File: src/rtl/trigger_capture.sv
// trigger_capture
//   Circular capture buffer for an 8-bit sample stream. Keeps PRETRIG samples
//   ahead of a level/slope (or forced) trigger and stops once DEPTH samples
//   make up the record. The record is then presented, trigger-aligned, to the
//   display reader.
//
// Ports
//   clk, rst              system clock; synchronous active-high reset
//   sample_in/valid       incoming sample stream
//   arm                   start a capture (accepted in IDLE/DONE)
//   force_trig            trigger immediately while waiting for a trigger
//   trig_level/slope      threshold and direction (0 rising, 1 falling)
//   rd_addr -> rd_data    record index 0 = oldest, PRETRIG = trigger sample;
//                         rd_data is registered (1-cycle latency)
//   busy, done            capture in progress / record ready
//
// state     | meaning
// ----------+-----------------------------------------------------
// IDLE      | after reset, writes blocked, waiting for arm
// PREFILL   | collecting the first PRETRIG samples
// WAIT_TRIG | rolling buffer, evaluating the trigger on each sample
// POST      | filling the post-trigger part of the record
// DONE      | record frozen and readable, waiting for re-arm
module trigger_capture #(
   parameter int DATA_W  = 8,
   parameter int ADDR_W  = 8,
   parameter int PRETRIG = 64
) (
   input  logic              clk,
   input  logic              rst,
   input  logic [DATA_W-1:0] sample_in,
   input  logic              sample_valid,
   input  logic              arm,
   input  logic              force_trig,
   input  logic [DATA_W-1:0] trig_level,
   input  logic              trig_slope,
   input  logic [ADDR_W-1:0] rd_addr,
   output logic [DATA_W-1:0] rd_data,
   output logic              busy,
   output logic              done
);

   localparam int DEPTH = 2 ** ADDR_W;
   localparam int CNT_W = ADDR_W + 1;

   localparam logic [CNT_W-1:0]  PREFILL_LAST = CNT_W'(PRETRIG - 1);
   localparam logic [CNT_W-1:0]  POST_LAST    = CNT_W'(DEPTH - PRETRIG - 1);
   localparam logic [ADDR_W-1:0] PRE_OFFSET   = ADDR_W'(PRETRIG);

   typedef enum logic [2:0] {
      S_IDLE      = 3'd0,
      S_PREFILL   = 3'd1,
      S_WAIT_TRIG = 3'd2,
      S_POST      = 3'd3,
      S_DONE      = 3'd4
   } state_t;

   state_t            r_state;
   state_t            w_next_state;

   logic [DATA_W-1:0] r_mem [DEPTH];
   logic [ADDR_W-1:0] r_wr_ptr;
   logic [ADDR_W-1:0] r_start_ptr;
   logic [CNT_W-1:0]  r_count;
   logic [DATA_W-1:0] r_prev;
   logic              r_prev_ok;
   logic              r_force_pend;
   logic [DATA_W-1:0] r_rd_data;

   logic              w_active;
   logic              w_wr_en;
   logic              w_arm_ok;
   logic              w_level_hit;
   logic              w_trig;
   logic              w_prefill_last;
   logic              w_post_last;
   logic [ADDR_W-1:0] w_rd_index;

   assign w_active = (r_state == S_PREFILL) || (r_state == S_WAIT_TRIG) ||
                     (r_state == S_POST);
   assign w_wr_en  = w_active && sample_valid;
   assign w_arm_ok = arm && ((r_state == S_IDLE) || (r_state == S_DONE));

   assign w_level_hit = trig_slope ?
                        ((r_prev > trig_level) && (sample_in <= trig_level)) :
                        ((r_prev < trig_level) && (sample_in >= trig_level));

   // A force request seen on a cycle without a valid sample is remembered so
   // the next valid sample becomes the trigger sample.
   assign w_trig = (r_state == S_WAIT_TRIG) && sample_valid &&
                   ((r_prev_ok && w_level_hit) || force_trig || r_force_pend);

   assign w_prefill_last = (r_state == S_PREFILL) && sample_valid &&
                           (r_count == PREFILL_LAST);
   assign w_post_last    = (r_state == S_POST) && sample_valid &&
                           (r_count == POST_LAST);

   // Index wraps modulo DEPTH through the natural width of the adder.
   assign w_rd_index = r_start_ptr + rd_addr;

   always_ff @(posedge clk) begin
      if (rst) begin
         r_state <= S_IDLE;
      end else begin
         r_state <= w_next_state;
      end
   end

   always_comb begin
      w_next_state = r_state;
      case (r_state)
         S_IDLE:      if (w_arm_ok)       w_next_state = S_PREFILL;
         S_PREFILL:   if (w_prefill_last) w_next_state = S_WAIT_TRIG;
         S_WAIT_TRIG: if (w_trig)         w_next_state = S_POST;
         S_POST:      if (w_post_last)    w_next_state = S_DONE;
         S_DONE:      if (w_arm_ok)       w_next_state = S_PREFILL;
         default:                         w_next_state = S_IDLE;
      endcase
   end

   always_comb begin
      busy = 1'b0;
      done = 1'b0;
      case (r_state)
         S_PREFILL, S_WAIT_TRIG, S_POST: busy = 1'b1;
         S_DONE:                         done = 1'b1;
         default: ;
      endcase
   end

   // Buffer RAM has no reset so it can map onto a block memory.
   always_ff @(posedge clk) begin
      if (w_wr_en) begin
         r_mem[r_wr_ptr] <= sample_in;
      end
   end

   always_ff @(posedge clk) begin
      if (rst) begin
         r_wr_ptr     <= '0;
         r_start_ptr  <= '0;
         r_count      <= '0;
         r_prev       <= '0;
         r_prev_ok    <= 1'b0;
         r_force_pend <= 1'b0;
         r_rd_data    <= '0;
      end else begin
         r_rd_data <= r_mem[w_rd_index];

         if (w_wr_en) begin
            r_wr_ptr  <= r_wr_ptr + 1'b1;
            r_prev    <= sample_in;
            r_prev_ok <= 1'b1;
         end

         if (w_arm_ok) begin
            // wr_ptr is left alone: the buffer is circular.
            r_count      <= '0;
            r_prev_ok    <= 1'b0;
            r_force_pend <= 1'b0;
         end else begin
            case (r_state)
               S_PREFILL: begin
                  if (sample_valid) r_count <= r_count + 1'b1;
               end
               S_WAIT_TRIG: begin
                  if (w_trig) begin
                     r_count      <= CNT_W'(1);
                     r_start_ptr  <= r_wr_ptr - PRE_OFFSET;
                     r_force_pend <= 1'b0;
                  end else if (force_trig) begin
                     r_force_pend <= 1'b1;
                  end
               end
               S_POST: begin
                  if (sample_valid) r_count <= r_count + 1'b1;
               end
               default: ;
            endcase
         end
      end
   end

   assign rd_data = r_rd_data;

endmodule

File: config.mk
export PLATFORM = sky130hd
export DESIGN_NAME = trigger_capture
export DESIGN_NICKNAME = d
export VERILOG_FILES = /design/src/rtl/trigger_capture.sv
export SDC_FILE = /design/constraint.sdc
export NUM_CORES = 2
export LEC_CHECK = 0
export CAP_MARGIN = 40
export CORE_ASPECT_RATIO = 0.9
export CORE_MARGIN = 2
export CORE_UTILIZATION = 45
export DETAILED_ROUTE_END_ITERATION = 10
export PLACE_DENSITY = 0.65
export RECOVER_POWER = 25
export SLEW_MARGIN = 30
export SYNTH_ARGS = -nofsm -noshare
export SYNTH_HDL_FRONTEND = slang
export SYNTH_SLANG_ARGS = --single-unit
export TNS_END_PERCENT = 50
File: constraint.sdc
create_clock -name clk -period 5.4 [get_ports clk]
set_clock_uncertainty 0.1 [all_clocks]
set_input_delay 1.62 -clock clk [delete_from_list [all_inputs] [get_ports clk]]
set_output_delay 1.62 -clock clk [all_outputs]
set_load 0.02 [all_outputs]
Yosys cells after proc, flatten, opt, wreduce, memory -nomap -nowiden. Memories as Yosys holds them, arrays and structs flattened. A register that Yosys moved wholly into a read port is not among the register bits. Cells that the tools add are included.

Bits in writable memories: 2048. Input bits: 30. Flip-flop bits (word level): 38. Logic and storage cells: 70. Output and inout port bits: 10. Memories: 1.

Memories: r_mem (depth 256, bits a word 8, read ports 1, clocked after Yosys merged registers in 1, write ports 1, RTL line 61) `logic [DATA_W-1:0] r_mem [DEPTH];`.

Reductions and logical operators: 27. Mux-type cells: 15. Bitwise gates (word level): 1. $lt $le $gt $ge: 4. $add $sub $neg: 4. Eq/ne operators: 11.

Operators with widths (count): $mux W9 (2); $pmux W9 S2 (1); $mux W3 (4); $pmux W3 S4 (1); $logic_and A1 B1 Y1 (11); $add A9 B1 Y9 const B (1); $eq A9 B6 Y1 const B (1); $eq A9 B8 Y1 const B (1); $add A8 B1 Y8 const B (1); $add A8 B8 Y8 (1); $ge A8 B8 Y1 (1); $gt A8 B8 Y1 (1); $le A8 B8 Y1 (1); $lt A8 B8 Y1 (1); $sub A8 B7 Y8 const B (1); $mux W1 (7); $eq A3 B2 Y1 const B (2); $ne A2 B2 Y1 const B (3); $reduce_and A3 Y1 (2); $reduce_or A2 Y1 (3); $logic_or A1 B1 Y1 (5); $ne A2 B1 Y1 const B (2); $reduce_and A4 Y1 (1); $reduce_bool A2 Y1 (2); other kinds (6) (6).

Logic depth before layout (Yosys ltp).
Depth in word-level cells: 9. Mapped depth: 15. Depth with buffers taken out: 10.

Worst setup path before layout. OpenSTA, ideal clock, no wires.

Path kind: in2reg. From: input port rd_addr[0]. To: register r_rd_data[1] (netlist: rd_data[1]) (read register of r_mem). Arrival: 4371 ps. Data required time: 5174 ps. Path slack: 803 ps. Buffers on the path: 6. Library setup time: 126 ps. Stages on the path: 15. Cells stage by stage: ha_1 -> fa_1 -> buf_6 -> buf_12 -> buf_12 -> buf_6 -> buf_2 -> buf_2 -> mux4_2 -> nand2_1 -> nand3_1 -> a31oi_1 -> o22ai_1 -> nor4_1 -> nand3_1.

Word-level cells in the longest chain between the ends: 1.

Ends and longest elaborated chain: start: declaration (RTL line 37) `input logic [ADDR_W-1:0] rd_addr,`; $add A8 B8 Y8 (RTL line 99) `assign w_rd_index = r_start_ptr + rd_addr;`; end: declaration (RTL line 68) `logic [DATA_W-1:0] r_rd_data;`.

No other way between the ends. A chain may end at the register's enable or synchronous reset.

Final worst setup path. Ends and elaborated chain as after synthesis.

==> metrics.txt <==
startpoint types=primary input; CTS tree=built; Overflow after GRT=0; final core occ=0.525; dpl hpwl=130000 um; Pint=26.4 mW; Worst Path Class, Setup=in2reg; antenna viol nets, final=0; clock latency on the worst-skew pair=0.84 ns; syn avg cell area=20.2 um^2; Slew @ Worst Pin=3.01 ns; postcts setup bufs=0; Ys Warns=0; WL final=204000 um; switching power=7.17 mW; Synth top area share=0.745; top-count cell post-synth=edfxtp_1; Post-synth EDFFs=2048; critical-path maximum fanout=19; Final min period=5.02 ns; initial antenna violation count=7; GRT Total Usage=0.219; placed inst area=89200 um^2; Async SR Flop Fraction=0; drt wl/cell=28.2 um; DR pass1 iterations=5; pin count of the biggest net entering global routing=187; DRC violations left=0; CTS buffer count=203; gpl congestion=0.926; Mapped Cells=4083; register bit count reported by yosys=2094; # H-tree levels=4; I/O Buffers=39; cell area after layout=95900 um^2; io pins=40; first-pass GRT wire length=296000 um; final setup margin=0.381 ns; die width=455 um; # Max-Cap Violations=12; ys flop type=edfxtp_1; Max Clk Rate=0.199 GHz; hold slack=0.364 ns; Final Hold Viols=0; synthesized area=82500 um^2; status=finished with violations; Pwr Density=350 nW/um^2; CORE AREA=183000 um^2; Die ar.=187000 um^2; hold_buf cts=0; top post-synthesis cells by count=edfxtp_1 (2048), mux4_2 (526), nand2_1 (335); leak pwr=30.9 nW; Worst Setup End Kind=register; pre-CTS setup slack=-0.391 ns; final-report max-slew violation count=577; crit share post-route=0.930; post-cts sizing count=0; Rows=149; syn nets=4146; Clk network pwr share=0.416; sequential share of power=0.532; failing checks=max-capacitance violations, max-slew violations; RSZ-0062 raised after global routing=no; fin nets=4682; Reg clk slew, reported paths=0.06 ns; Initial Util=0.452; Vias=42373; total power=33.6 mW; Die Span Y=410 um; Distinct cells, synth=78; worst path required time=6.08 ns; Gate power share=0.052; vias in the first global route=42263; Sw Ratio=0.213; layout cell share with drive strength beyond 1=0.289; clk sinks=2094; area leader, netlist=edfxtp_1; vias per cell=5.87; violation count after the first detailed-route iteration=4883; setup violators final=0; Max Root-Sink Buffers=3; Syn-to-layout area delta=16.2%; Hold Crit Class=reg2reg; Slew HR=-1.01; Worst VDD drop=0.338 mV; top cells by area, synth=edfxtp_1 (75%), mux4_2 (14%), nand2_1 (1.5%); sequential area share after synthesis=0.757; root buf cell=clkbuf_16; critical path arrival=5.70 ns
-- power by group through the flow --
stage / Combinational [mW] / Sequential (mW) / Clock, mW
after CTS: 1.76 / 17.9 / 14.2
after global placement: 1.71 / 18.2 / 0
after floorplan: 0.880 / 18.2 / 0
after detailed placement: 1.75 / 18.2 / 0
after global routing: 1.85 / 17.9 / 14.8
final: 1.74 / 17.9 / 14.0
-- worst max-delay path: stages --
cell	delay [ns]
clkdlybuf4s50_1	0.45
ha_4	0.18
fa_4	0.50
xor2_4	0.50
buf_4	0.26
buf_12	0.19
nor2_2	0.10
buf_4	0.15
buf_4	0.15
a22o_1	0.26
a2111oi_1	0.78
buf_4	0.26
nor4_1	0.06
buf_4	0.16
nand3_1	0.07
-- flip-flops by register name (all words and copies together), names as in the netlist --
| name | count |
|---|---|
| r_force_pend | 1 |
| r_prev_ok | 1 |
| r_prev | 8 |
| rd_data | 8 |
| r_start_ptr | 8 |
| r_state | 3 |
| r_mem | 2048 |
| r_count | 9 |
| r_wr_ptr | 8 |
-- cells in the final DEF, fill, tap and decap left out, types with 12 or more instances in the layout --
cell and instances:
o22ai_1 14, clkbuf_4 12, a32oi_1 14, clkinv_2 35, nor2_1 300, dfxtp_1 46, a2111oi_0 21, nand3_2 13
buf_12 51, nand2_1 335, a211oi_1 14, ha_1 31, and3_1 35, mux4_2 526, clkdlybuf4s50_1 31, clkbuf_16 203
clkinv_1 43, nand4_1 24, a32o_1 14, a311oi_1 21, nor3_1 18, a21oi_1 43, bufinv_16 18, nand3_1 63
buf_4 444, clkbuf_1 71, and2_1 15, a31oi_1 21, edfxtp_1 2048, mux2i_1 67, inv_1 16
-- layout make-up --
type | instances | area [um^2]
fillers | 14168 | 86800
well taps | 2416 | 3020
multi-input cells | 1731 | 18700
clock buffers | 256 | 5290
repair buffers | 573 | 5100
inverters | 16 | 60.1
diodes | 3 | 7.51
flip-flops and latches | 2094 | 62400
clock inverters | 125 | 1270
-- layer usage --
layer,up-vias,GRT usage,part of all wire
met5,-,0,0.00013
met4,4,0.0642,0.028
met3,281,0.0415,0.081
met2,1808,0.341,0.48
met1,22432,0.315,0.41
li1,17848,-,-
-- logic make-up (layout without fill, tap and decap cells) --
group           count (synthesis)  in the layout  share of synthesized area
simple gates                  854            854                     0.0448
other cells                     0              3                          0
mux                           602            602                      0.153
fa+ha+maj                      33             33                    0.00510
flops                        2094           2094                      0.757
compound gates                231            231                     0.0213
xor+xnor                       11             11                    0.00126
buf+inv                       258            970                     0.0180
-- final timing paths --
path,endpoint,from,cells after the start,slack [ns]
setup / recovery,rd_data[1],rd_addr[0],15,0.38
hold / removal,r_prev[0],r_prev[0],2,0.36
setup reg to reg,rd_data[1],r_start_ptr[0],14,1.31
hold reg to reg,r_prev[0],r_prev[0],2,0.36
-- through the flow --
stage	instances	setup TNS (ns)
after floorplan	4083	0
after global placement	6792	-3.19
after detailed placement	6802	-2.71
after CTS	7183	0
after global routing	7213	0
final	7214	0
No activity file was read; power rests on OpenSTA's default activity.
